==> src/rtl/mult_issue_ctrl_if.sv <==
// Handshake bundle between the pipeline, the mult unit and mult_issue_ctrl.
// The master modport is the controller's view; slave is the surrounding environment.
interface mult_issue_ctrl_if;
  // Pipeline request side
  logic        req_valid;
  logic [31:0] req_a;
  logic [31:0] req_b;
  logic [4:0]  req_tag;
  logic        req_ready;
  logic        flush;

  // mult unit side
  logic        mult_enable;
  logic [31:0] mult_multiplicand;
  logic [31:0] mult_multiplier;
  logic        mult_ready;
  logic [31:0] mult_result;
  logic        mult_exception;

  // Writeback response side
  logic        rsp_valid;
  logic [31:0] rsp_result;
  logic        rsp_exception;
  logic [4:0]  rsp_tag;
  logic        rsp_timeout;
  logic        rsp_accept;
  logic        stall;

  modport master (
    input  req_valid,
    input  req_a,
    input  req_b,
    input  req_tag,
    output req_ready,
    input  flush,
    output mult_enable,
    output mult_multiplicand,
    output mult_multiplier,
    input  mult_ready,
    input  mult_result,
    input  mult_exception,
    output rsp_valid,
    output rsp_result,
    output rsp_exception,
    output rsp_tag,
    output rsp_timeout,
    input  rsp_accept,
    output stall
  );

  modport slave (
    output req_valid,
    output req_a,
    output req_b,
    output req_tag,
    input  req_ready,
    output flush,
    input  mult_enable,
    input  mult_multiplicand,
    input  mult_multiplier,
    output mult_ready,
    output mult_result,
    output mult_exception,
    input  rsp_valid,
    input  rsp_result,
    input  rsp_exception,
    input  rsp_tag,
    input  rsp_timeout,
    output rsp_accept,
    input  stall
  );
endinterface

==> src/rtl/mult_issue_ctrl.sv <==
// Issue/complete sequencer for the mult unit: latches a request, pulses enable, waits for ready,
// holds the response until writeback takes it. Optional watchdog enabled by MULT_TIMEOUT_EN.
module mult_issue_ctrl #(
  parameter int unsigned TIMEOUT_CYCLES = 64
) (
  input  logic              clock,
  input  logic              resetn,
  mult_issue_ctrl_if.master bus
);

  typedef enum logic [2:0] {
    StIdle,
    StIssue,
    StWait,
    StDrain,
    StResp
  } state_e;

  state_e state_q, state_d;

  logic [31:0] a_q, b_q;
  logic [4:0]  tag_q;
  logic [31:0] res_q;
  logic        exc_q;
  logic        timeout_q;

  logic accept;
  logic capture;
  logic fire;
  logic wait_expired;

`ifdef MULT_TIMEOUT_EN
  logic [7:0] cnt_q, cnt_d;

  assign wait_expired = (cnt_q == 8'(TIMEOUT_CYCLES - 1));

  // Counter restarts on WAIT->DRAIN so the drain gets its own full timeout window.
  always_comb begin
    cnt_d = cnt_q;
    unique case (state_q)
      StIssue: cnt_d = 8'd0;
      StWait: begin
        if (bus.flush && !bus.mult_ready) begin
          cnt_d = 8'd0;
        end else if (cnt_q != 8'hFF) begin
          cnt_d = cnt_q + 8'd1;
        end
      end
      StDrain: begin
        if (cnt_q != 8'hFF) begin
          cnt_d = cnt_q + 8'd1;
        end
      end
      default: cnt_d = cnt_q;
    endcase
  end

  always_ff @(posedge clock or negedge resetn) begin
    if (!resetn) begin
      cnt_q <= 8'd0;
    end else begin
      cnt_q <= cnt_d;
    end
  end
`else
  logic unused_cfg;

  assign wait_expired = 1'b0;
  assign unused_cfg   = ^TIMEOUT_CYCLES;
`endif

  always_comb begin
    state_d = state_q;
    accept  = 1'b0;
    capture = 1'b0;
    fire    = 1'b0;
    unique case (state_q)
      StIdle: begin
        if (bus.req_valid && !bus.flush) begin
          accept  = 1'b1;
          state_d = StIssue;
        end
      end
      StIssue: begin
        // The enable pulse goes out regardless; a flush here only diverts to DRAIN.
        state_d = bus.flush ? StDrain : StWait;
      end
      StWait: begin
        if (bus.flush) begin
          state_d = bus.mult_ready ? StIdle : StDrain;
        end else if (bus.mult_ready) begin
          capture = 1'b1;
          state_d = StResp;
        end else if (wait_expired) begin
          fire    = 1'b1;
          state_d = StResp;
        end
      end
      StDrain: begin
        if (bus.mult_ready || wait_expired) begin
          state_d = StIdle;
        end
      end
      StResp: begin
        if (bus.flush || bus.rsp_accept) begin
          state_d = StIdle;
        end
      end
      default: state_d = StIdle;
    endcase
  end

  always_ff @(posedge clock or negedge resetn) begin
    if (!resetn) begin
      state_q <= StIdle;
    end else begin
      state_q <= state_d;
    end
  end

  always_ff @(posedge clock or negedge resetn) begin
    if (!resetn) begin
      a_q       <= 32'd0;
      b_q       <= 32'd0;
      tag_q     <= 5'd0;
      res_q     <= 32'd0;
      exc_q     <= 1'b0;
      timeout_q <= 1'b0;
    end else begin
      if (accept) begin
        a_q   <= bus.req_a;
        b_q   <= bus.req_b;
        tag_q <= bus.req_tag;
      end
      if (capture) begin
        res_q     <= bus.mult_result;
        exc_q     <= bus.mult_exception;
        timeout_q <= 1'b0;
      end else if (fire) begin
        res_q     <= 32'd0;
        exc_q     <= 1'b1;
        timeout_q <= 1'b1;
      end
    end
  end

  // All control outputs decode the registered state, so reset clears them asynchronously.
  assign bus.req_ready         = (state_q == StIdle);
  assign bus.stall             = (state_q != StIdle);
  assign bus.mult_enable       = (state_q == StIssue);
  assign bus.rsp_valid         = (state_q == StResp);
  assign bus.mult_multiplicand = a_q;
  assign bus.mult_multiplier   = b_q;
  assign bus.rsp_result        = res_q;
  assign bus.rsp_exception     = exc_q;
  assign bus.rsp_tag           = tag_q;
`ifdef MULT_TIMEOUT_EN
  assign bus.rsp_timeout       = timeout_q;
`else
  assign bus.rsp_timeout       = 1'b0;
`endif

endmodule

==> src/flat_wrapper.sv <==
// flat-port wrapper written by rule: the top's interface ports become plain ports
module mult_issue_ctrl_flat 
#(
  parameter int unsigned TIMEOUT_CYCLES = 64
)
  (clock, resetn, bus_req_valid, bus_req_a, bus_req_b, bus_req_tag, bus_req_ready, bus_flush, bus_mult_enable, bus_mult_multiplicand, bus_mult_multiplier, bus_mult_ready, bus_mult_result, bus_mult_exception, bus_rsp_valid, bus_rsp_result, bus_rsp_exception, bus_rsp_tag, bus_rsp_timeout, bus_rsp_accept, bus_stall);
  mult_issue_ctrl_if bus_i ();
  input  logic clock;
  input  logic resetn;
  input wire logic [$bits(bus_i.req_valid)-1:0] bus_req_valid;
  input wire logic [$bits(bus_i.req_a)-1:0] bus_req_a;
  input wire logic [$bits(bus_i.req_b)-1:0] bus_req_b;
  input wire logic [$bits(bus_i.req_tag)-1:0] bus_req_tag;
  output wire logic [$bits(bus_i.req_ready)-1:0] bus_req_ready;
  input wire logic [$bits(bus_i.flush)-1:0] bus_flush;
  output wire logic [$bits(bus_i.mult_enable)-1:0] bus_mult_enable;
  output wire logic [$bits(bus_i.mult_multiplicand)-1:0] bus_mult_multiplicand;
  output wire logic [$bits(bus_i.mult_multiplier)-1:0] bus_mult_multiplier;
  input wire logic [$bits(bus_i.mult_ready)-1:0] bus_mult_ready;
  input wire logic [$bits(bus_i.mult_result)-1:0] bus_mult_result;
  input wire logic [$bits(bus_i.mult_exception)-1:0] bus_mult_exception;
  output wire logic [$bits(bus_i.rsp_valid)-1:0] bus_rsp_valid;
  output wire logic [$bits(bus_i.rsp_result)-1:0] bus_rsp_result;
  output wire logic [$bits(bus_i.rsp_exception)-1:0] bus_rsp_exception;
  output wire logic [$bits(bus_i.rsp_tag)-1:0] bus_rsp_tag;
  output wire logic [$bits(bus_i.rsp_timeout)-1:0] bus_rsp_timeout;
  input wire logic [$bits(bus_i.rsp_accept)-1:0] bus_rsp_accept;
  output wire logic [$bits(bus_i.stall)-1:0] bus_stall;
  assign bus_i.req_valid = bus_req_valid;
  assign bus_i.req_a = bus_req_a;
  assign bus_i.req_b = bus_req_b;
  assign bus_i.req_tag = bus_req_tag;
  assign bus_req_ready = bus_i.req_ready;
  assign bus_i.flush = bus_flush;
  assign bus_mult_enable = bus_i.mult_enable;
  assign bus_mult_multiplicand = bus_i.mult_multiplicand;
  assign bus_mult_multiplier = bus_i.mult_multiplier;
  assign bus_i.mult_ready = bus_mult_ready;
  assign bus_i.mult_result = bus_mult_result;
  assign bus_i.mult_exception = bus_mult_exception;
  assign bus_rsp_valid = bus_i.rsp_valid;
  assign bus_rsp_result = bus_i.rsp_result;
  assign bus_rsp_exception = bus_i.rsp_exception;
  assign bus_rsp_tag = bus_i.rsp_tag;
  assign bus_rsp_timeout = bus_i.rsp_timeout;
  assign bus_i.rsp_accept = bus_rsp_accept;
  assign bus_stall = bus_i.stall;
  mult_issue_ctrl #(.TIMEOUT_CYCLES(TIMEOUT_CYCLES)) u_core (.clock(clock), .resetn(resetn), .bus(bus_i));
endmodule
==> config.mk <==
export PLATFORM = sky130hd
export DESIGN_NAME = mult_issue_ctrl_flat
export DESIGN_NICKNAME = d
export VERILOG_FILES = /design/src/rtl/mult_issue_ctrl_if.sv /design/src/rtl/mult_issue_ctrl.sv /design/src/flat_wrapper.sv
export SDC_FILE = /design/constraint.sdc
export NUM_CORES = 1
export LEC_CHECK = 0
export ABC_AREA = 1
export BUFFER_PORTS_ARGS = -buffer_cell sky130_fd_sc_hd__buf_4
export CAP_MARGIN = 10
export CORE_ASPECT_RATIO = 0.75
export CORE_MARGIN = 2
export CORE_UTILIZATION = 40
export DETAILED_ROUTE_END_ITERATION = 8
export HOLD_SLACK_MARGIN = 0.05
export PLACE_DENSITY = 0.79
export SLEW_MARGIN = 20
export SYNTH_ARGS = -nofsm -noshare
export SYNTH_HDL_FRONTEND = slang
export SYNTH_SLANG_ARGS = --single-unit
==> constraint.sdc <==
create_clock -name clock -period 4 [get_ports clock]
set_input_delay 0.4 -clock clock [delete_from_list [all_inputs] [get_ports clock]]
set_output_delay 0.4 -clock clock [all_outputs]
set_load 0.005 [all_outputs]
# Word level (Yosys, flattened, before mapping)
# Cells that the tools add are included.
[op_classes]
n_addsub = 0
n_reduce_logical = 6
n_bitwise = 0
multipliers = 0
div = 0
shifts = 0
eq_ne = 8
mux = 15
magnitude_cmp = 0
[op_table]
columns = ["cell", "count"]
rows = [
  ["$mux W32", 1],
  ["$mux W3", 5],
  ["$pmux W3 S5", 1],
  ["$mux W1", 7],
  ["$eq A3 B2 Y1 const B", 2],
  ["$ne A2 B1 Y1 const B", 2],
  ["$reduce_and A4 Y1", 1],
  ["$eq A3 B1 Y1 const B", 1],
  ["$eq A3 B3 Y1 const B", 1],
  ["$logic_not A3 Y1", 1],
  ["$ne A3 B3 Y1 const B", 1],
  ["$reduce_bool A3 Y1", 1],
  ["$mux W2", 1],
  ["$ne A2 B2 Y1 const B", 1],
  ["$logic_and A1 B1 Y1", 1],
  ["$logic_not A1 Y1", 1],
  ["$logic_or A1 B1 Y1", 1],
]
[word_totals]
output_inout_bits = 107
mem_count = 0
register_bits = 105
latch_bits = 0
inputBits = 108
romBits = 0
mem_bits_rw = 0
wordCells = 35

# Depth between registers and ports, before layout
# Gate-level depths: netlist of the first run.
[logic_depth]
ltp_word = 4
ltp_mapped = 7
mapped_depth_nobuf = 7

# Least setup slack after synthesis of the first run
# Ideal clock, no wire load.
[synth_path]
path_kind = "register to register"
start = "register u_core.state_q[2]"
end = "register u_core.b_q[24] (netlist: u_core.bus.mult_multiplier[24])"
stages_incl_launch_ff = 7
synth_period_minus_slack_ns = 1.362
n_path_buf = 2
t_arrival_ns = 1.245
path_slack_ns = 2.638
setup_time_ns = 0.117
t_required_ns = 3.883
path_cell_list = "dfrtp_1 -> nor3_2 -> nand3_2 -> buf_2 -> buf_6 -> nand2_1 -> o21ai_2"
[synth_via]
elab_chain_cells = 2
[synth_lines]
columns = ["element", "line", "source"]
rows = [
  ["start: declaration", "mult_issue_ctrl.sv:19", "state_e state_q, state_d;"],
  ["start signal: assignment", "mult_issue_ctrl.sv:115", "state_q <= StIdle;"],
  ["start signal: assignment", "mult_issue_ctrl.sv:117", "state_q <= state_d;"],
  ["$logic_not A3 Y1", "-", ""],
  ["net bus_req_ready", "flat_wrapper.sv:14", "output wire logic [$bits(bus_i.req_ready)-1:0] bus_req_ready;"],
  ["$mux W1", "mult_issue_ctrl.sv:77", "unique case (state_q)"],
  ["end signal: assignment", "mult_issue_ctrl.sv:132", "b_q <= bus.req_b;"],
  ["end: declaration", "mult_issue_ctrl.sv:21", "logic [31:0] a_q, b_q;"],
]
# The timed path passes the listed nets, and every way through them passes these cells.
# A chain may end at the register's enable or synchronous reset.

# Worst setup path in the final report of the first run
[layout_path]
start = "register u_core.state_q[2]"
end = "register u_core.b_q[19] (netlist: u_core.bus.mult_multiplier[19])"
[layout_via]
elab_chain_cells = 2
[layout_lines]
columns = ["element", "line"]
rows = [
  ["$logic_not A3 Y1", "mult_issue_ctrl.sv:77"],
  ["$mux W1", "mult_issue_ctrl.sv:77"],
]
# No other way between the ends.

==> results.py, run 1 <==
metrics = {
    "timing": {
        "maxSlewHeadroom_pct": 51.8,
        "post-route-min-period_ns": 2.21,
        "hold_violations": 0,
        "fmax_ghz": 0.452,
        "drv_slew": 0,
        "tns_ns": 0,
        "setup_viol": 0,
        "fin_crit_sh_pct": 55.3,
        "rsz0062_at_grt": "no",
        "final.setup_skew_ns": 0.00807,
        "tightest_slew_ns": 0.723,
    },
    "routing": {
        "vias": 3615,
        "drtIter0Drc": 194,
        "avgViaCountPerCell": 4.41,
        "dr.pass1.iters": 4,
        "ant_nets": 0,
        "wl_mm": 10.3,
        "wire_per_inst_um": 12.6,
        "drc_errors": 0,
    },
    "pwr": {
        "p_int_mw": 3.12,
        "power.leakage_nw": 3.64,
        "clockPowerShare_pct": 22.0,
        "pwr-share-seq_pct": 41.1,
        "pwr-share-comb_pct": 36.9,
        "power_density_mw_per_mm2": 710,
        "vdd_drop_max_v": 0.000418,
        "switching_power_mw": 1.40,
        "finalPower_mw": 4.51,
        "switching_share_pct": 31.0,
    },
    "synthesis": {
        "synth_top_area_share_pct": 59.6,
        "synthCells": 470,
        "synth.area.top_cells": "dfrtp_1 (60%), nand2_1 (9.6%), inv_1 (9.0%)",
        "ys_async_sr_fraction_pct": 100,
        "synth_common_cells": "nand2_1 (113), inv_1 (106), dfrtp_1 (105), o21ai_1 (58), o21ai_2 (31)",
        "synthDistinctLibCells": 18,
        "synth-seq-cells": 105,
        "synth_top_area_cell": "dfrtp_1",
        "yosysMostFrequentCell": "nand2_1",
        "synth_flop_cell": "dfrtp_1",
        "syn_area_per_cell_um2": 9.38,
        "synth-edff-count": 0,
        "synth_nets": 578,
        "yosys_warnings": 0,
        "ys_seq_area_share_pct": 59.6,
        "synth_area_mm2": 0.00441,
    },
    "outcome": {
        "status": "finished, final reports clean",
    },
    "final_layout": {
        "final_area_mm2": 0.00636,
        "drive_gt1_share_pct": 39.4,
        "syn_to_final_growth_pct": 44.2,
        "seq_area_mm2": 0.00263,
        "antennaDiodeCount": 0,
        "multi_input_area_mm2": 0.00117,
        "final_nets": 783,
        "fillers": 968,
    },
    "setup_path": {
        "critical_path.endpoint_type": "flip-flop",
        "path_common_cell": "buf_4",
        "critical_path_required_ns": 4.21,
        "critPathKind": "flip-flop to flip-flop",
        "path_cells": "nor3_2 -> nand3_4 -> buf_4 -> buf_4 -> nand2_1 -> o21ai_1",
        "cp_data_arrival_time_ns": 2.43,
        "critPathMaxFanout": 45,
        "crit_path_start_kind": "flip-flop",
        "crit_path_top_delay_cell": "nand3_4",
        "slowest_delay_ns": 0.47,
    },
    "clock_tree": {
        "cts_sinks": 105,
        "cts_resized": 0,
        "cts_hold_buf": 0,
        "path_clk_slew_ns": 0.07,
        "root_buffer": "clkbuf_16",
        "clk_path_buf_depth": 2,
        "cts_tree": "yes",
        "insertion_delay_ns": 0.33,
        "post_cts_buffers": 0,
        "htree_levels": 3,
        "cts_buffers": 9,
    },
    "floorplan": {
        "core_area_mm2": 0.0108,
        "dieArea_mm2": 0.0119,
        "core.rowCount": 33,
        "pin_count": 215,
        "die_h_um": 94.9,
        "die_w_um": 125,
        "start_util_pct": 40.8,
    },
    "grt": {
        "met3_usage_pct": 5.44,
        "antenna_found_initial": 0,
        "grt_busiest_layer": "met2",
        "overflow": 0,
        "grt_first_pass_wirelength_mm": 16.3,
        "grt_start_max_net_pins": 82,
        "grt_usage_pct": 17.0,
        "use_met2_pct": 26.9,
        "grt_pass1_vias": 3373,
        "use_met1_pct": 22.9,
    },
    "place": {
        "dpl_cell_area_mm2": 0.00600,
        "globalplace.congestion": 0.864,
        "dp_hpwl_mm": 7.76,
        "port_buffers": 213,
    },
    "job": {
        "max_cap_violations": 0,
    },
    "min_path": {
        "hold_path_class": "primary input to asynchronous set/reset pin",
    },
}
[stage by stage]
step	setup slack, ns	instances	hold WS, ns	util, %
after floorplan	2.64	470	0.104	-
after global placement	1.87	804	0.466	55.5
after detailed placement	1.71	804	0.471	55.5
after CTS	1.71	820	0.286	58.7
after global routing	1.63	820	0.165	58.8
final	1.79	820	0.111	58.8
[worst paths after layout]
kind | start | end | slack, ns | cells past startpoint
hold / removal | resetn | u_core.bus.rsp_result[10] | 0.11 | 1
min in group clock | bus_mult_result[25] | u_core.bus.rsp_result[25] | 0.31 | 3
max in group asynchronous | resetn | u_core.bus.mult_multiplier[20] | 3.05 | 2
setup / recovery | u_core.state_q[2] | u_core.bus.mult_multiplier[19] | 1.79 | 6
hold reg to reg | u_core.bus.rsp_result[0] | u_core.bus.rsp_result[0] | 0.48 | 2
setup reg to reg | u_core.state_q[2] | u_core.bus.mult_multiplier[19] | 1.79 | 6
[layer usage]
metal	wire [µm]	vias up
li1	-	1821
met3	761	14
met5	0	-
met2	4840	147
met4	122	0
met1	4590	1633
[flip-flops by register name, indices dropped and copies added (netlist names)]
signal,flops
u_core.state_q,3
u_core.bus.rsp_exception,1
u_core.bus.mult_multiplier,32
u_core.bus.rsp_result,32
u_core.bus.rsp_tag,5
u_core.bus.mult_multiplicand,32
[worst max-delay path: cells and delay by family, from the launching register on]
family                 cells  cell delay, ns
DFF                        1            0.46
and+or+nand+nor            3            0.88
buffers and inverters      2            0.67
AOI/OAI and AO/OA          1            0.06
[kinds of logic after synthesis]
group           synth area share (%)
compound gates                  14.4
buf+inv                         14.1
flops                           59.6
other cells                   0.0850
simple gates                    11.8
[final cells by class]
class                      instances  share of cell area [%]
sequential                       105                    41.3
timing repair buffer             217                    25.7
multi-input combinational        235                    18.5
inverter                         107                    6.32
clock buffer                      11                    3.82
tap                              140                    2.76
clock inverter                     5                    1.61
[power groups by stage]
| stage | clock (mW) | combinational (mW) | sequential (mW) |
|---|---|---|---|
| 6_report | 0.994 | 1.67 | 1.85 |
| 5_1_grt | 1.07 | 1.86 | 1.92 |
| 4_1_cts | 1.02 | 1.69 | 1.85 |
| 3_5_place_dp | 0 | 1.70 | 1.86 |
| 3_3_place_gp | 0 | 1.63 | 1.84 |
| 2_1_floorplan | 0 | 0.683 | 1.86 |
[cells in the final DEF, fill, tap and decap left out, drive strengths merged]
master	instances
conb	1
nand3	6
a21oi	1
clkbuf	11
dfrtp	105
nor2	8
bufinv	3
nand2	113
buf	217
o21ai	103
inv	107
clkinv	1
nor3	3
clkinvlp	1
Power figures use the tool's default switching activity.
==> inputs of run 2 (changes only) <==
--- a/config.mk
+++ b/config.mk
@@ -5,7 +5,7 @@
 export SDC_FILE = /design/constraint.sdc
 export NUM_CORES = 1
 export LEC_CHECK = 0
-export ABC_AREA = 1
+export ABC_AREA = 0
 export BUFFER_PORTS_ARGS = -buffer_cell sky130_fd_sc_hd__buf_4
 export CAP_MARGIN = 10
 export CORE_ASPECT_RATIO = 0.75
@@ -13,7 +13,7 @@
 export CORE_UTILIZATION = 40
 export DETAILED_ROUTE_END_ITERATION = 8
 export HOLD_SLACK_MARGIN = 0.05
-export PLACE_DENSITY = 0.79
+export PLACE_DENSITY = 0.81
 export SLEW_MARGIN = 20
 export SYNTH_ARGS = -nofsm -noshare
 export SYNTH_HDL_FRONTEND = slang
==> constraint.sdc (replaced) <==
create_clock -name clock -period 2.3 [get_ports clock]
set_input_delay 0.23 -clock clock [delete_from_list [all_inputs] [get_ports clock]]
set_output_delay 0.23 -clock clock [all_outputs]
set_load 0.005 [all_outputs]
==> results.py, run 2 <==
metrics = {
    "grt": {
        "grt_start_max_net_pins": 53,
        "overflow": 0,
        "grt_pass1_vias": 2972,
        "antenna_found_initial": 0,
        "grt_usage_pct": 17.7,
        "grt_first_pass_wirelength_mm": 14.9,
    },
    "synthesis": {
        "syn_area_per_cell_um2": 17.2,
        "synth_top_area_cell": "dfrtp_1",
        "synthDistinctLibCells": 22,
        "synth_common_cells": "dfrtp_1 (105), mux2_2 (88), mux2_4 (10), buf_2 (5), buf_6 (5)",
        "synth-edff-count": 0,
        "yosys_warnings": 0,
        "synth_area_mm2": 0.00403,
        "yosysMostFrequentCell": "dfrtp_1",
        "ys_async_sr_fraction_pct": 100,
        "ys_seq_area_share_pct": 65.2,
        "synth-seq-cells": 105,
        "synthCells": 235,
        "synth_flop_cell": "dfrtp_1",
        "synth_top_area_share_pct": 65.2,
        "synth.area.top_cells": "dfrtp_1 (65%), mux2_2 (25%), mux2_4 (3.7%)",
        "synth_nets": 343,
    },
    "setup_path": {
        "slowest_delay_ns": 0.53,
        "startpoint": "u_core.state_q[1]",
        "crit_path_start_kind": "flip-flop",
        "cp_data_arrival_time_ns": 1.95,
        "r2r_cells": 4,
        "critical_path.endpoint_type": "flip-flop",
        "worstSetupEndpoint": "u_core.bus.rsp_result[11]",
        "timing.rr.start": "u_core.state_q[1]",
        "critical_path_required_ns": 2.51,
        "r2r_end": "u_core.bus.rsp_result[11]",
        "critPathKind": "flip-flop to flip-flop",
        "path_cells": "nand2_4 -> nor4_4 -> buf_4 -> mux2_2",
        "reg2reg_slack_ns": 0.57,
        "critPathMaxFanout": 34,
        "crit_path_top_delay_cell": "dfrtp_1",
    },
    "routing": {
        "vias": 2790,
        "m1WireLength_mm": 3.74,
        "route.met2.wl_mm": 4.62,
        "drc_errors": 0,
        "wl_mm": 9.38,
        "avgViaCountPerCell": 4.71,
        "ant_nets": 0,
        "met3_length_um": 854,
        "dr.pass1.iters": 3,
        "drtIter0Drc": 87,
        "wire_per_inst_um": 15.8,
        "highest_layer": "met4",
    },
    "floorplan": {
        "core_area_mm2": 0.00974,
        "core.rowCount": 31,
        "die_h_um": 91.0,
        "dieArea_mm2": 0.0109,
        "pin_count": 215,
        "start_util_pct": 41.4,
        "die_w_um": 120,
    },
    "job": {
        "max_cap_violations": 0,
    },
    "final_layout": {
        "finalNonFillerCells": 592,
        "final_common_cell": "buf_4",
        "final_nets": 563,
        "final_cell_mix": "buf_4 (217), dfrtp_1 (105), mux2_2 (88), mux2_4 (10), clkbuf_16 (9)",
        "syn_to_final_growth_pct": 51.0,
        "fin_util_pct": 62.6,
        "drive_gt1_share_pct": 73.0,
        "fillers": 759,
        "seq_area_mm2": 0.00263,
        "multi_input_area_mm2": 0.00132,
        "antennaDiodeCount": 0,
    },
    "timing": {
        "post-route-min-period_ns": 1.73,
        "rsz0062_at_grt": "no",
        "final.setup_skew_ns": 0.00604,
        "fin_crit_sh_pct": 75.4,
        "tns_ns": 0,
        "fmax_ghz": 0.577,
        "hold_violations": 0,
        "drv_slew": 0,
        "setup_viol": 0,
    },
    "clock_tree": {
        "cts_resized": 0,
        "cts_tree": "yes",
        "htree_levels": 3,
        "cts_hold_buf": 1,
        "clk_path_buf_depth": 2,
        "path_clk_slew_ns": 0.07,
        "root_buffer": "clkbuf_16",
        "cts_buffers": 9,
        "post_cts_buffers": 0,
        "cts_sinks": 105,
        "insertion_delay_ns": 0.33,
    },
    "place": {
        "dp.cells": 575,
        "port_buffers": 213,
        "globalplace.congestion": 0.724,
        "dp_hpwl_mm": 7.16,
    },
    "pwr": {
        "power.leakage_nw": 3.01,
        "vdd_drop_max_v": 0.000747,
        "power_density_mw_per_mm2": 1300,
    },
    "min_path": {
        "hold_path_class": "primary input to flip-flop",
    },
    "outcome": {
        "status": "finished, final reports clean",
    },
}
==> run 2: logic make-up after synthesis <==
kind of cell	count (synthesis)	share of synthesized area (%)
muxes	102	29.4
and+or+nand+nor	11	2.33
other	1	0.0930
buffers and inverters	12	2.30
AOI/OAI and AO/OA	4	0.714
DFF	105	65.2
==> run 2: power by group <==
| part | switching [mW] | internal, mW | total, mW |
|---|---|---|---|
| sequential | 0.526 | 2.78 | 3.31 |
| combinational | 1.00 | 2.10 | 3.10 |
| clock | 0.644 | 0.870 | 1.51 |
| total | 2.17 | 5.75 | 7.92 |
==> run 2: critical path: cells and delay by family (launching register included) <==
family / cells / cell delay (ns)
DFF: 1 / 0.53
and+or+nand+nor: 2 / 0.23
buffers and inverters: 1 / 0.43
muxes: 1 / 0.40
==> run 2: per-stage QoR <==
stage	area, µm²	setup slack [ns]	hold slack [ns]	power (mW)
after global placement	5780	0.643	0.171	6.35
after detailed placement	5780	0.578	0.177	6.49
after CTS	6090	0.571	0.0932	8.04
after floorplan	4030	0.705	-0.0656	4.54
after global routing	6090	0.511	0.0898	8.43
final	6090	0.566	0.112	7.92
==> run 2: how the worst min path moves through the flow <==
stage	slack, ns	to	depth (start not counted)	startpoint
after floorplan	-0.07	u_core.bus.mult_multiplicand[0]	0	resetn
after global placement	0.17	u_core.bus.mult_multiplicand[2]	1	resetn
after detailed placement	0.18	u_core.bus.rsp_result[11]	1	resetn
after CTS	0.09	u_core.bus.rsp_result[26]	2	bus_mult_result[26]
after global routing	0.09	u_core.bus.rsp_result[4]	2	bus_mult_result[4]
final	0.11	u_core.bus.rsp_result[26]	2	bus_mult_result[26]
==> run 2: layout make-up <==
class | instances | share of cell area, %
repair buffers | 220 | 27.6
flip-flops and latches | 105 | 43.1
multi-input cells | 118 | 21.6
clock buffers | 11 | 3.99
well taps | 132 | 2.71
clock inverters | 5 | 0.904
inverters | 1 | 0.0616
==> run 2: routing by layer <==
layer  global-route usage (%)  vias to the layer above
met5                        0                        -
met4                     5.98                        0
met3                     7.47                       18
met2                     28.8                      131
met1                     21.1                     1377
li1                         -                     1264
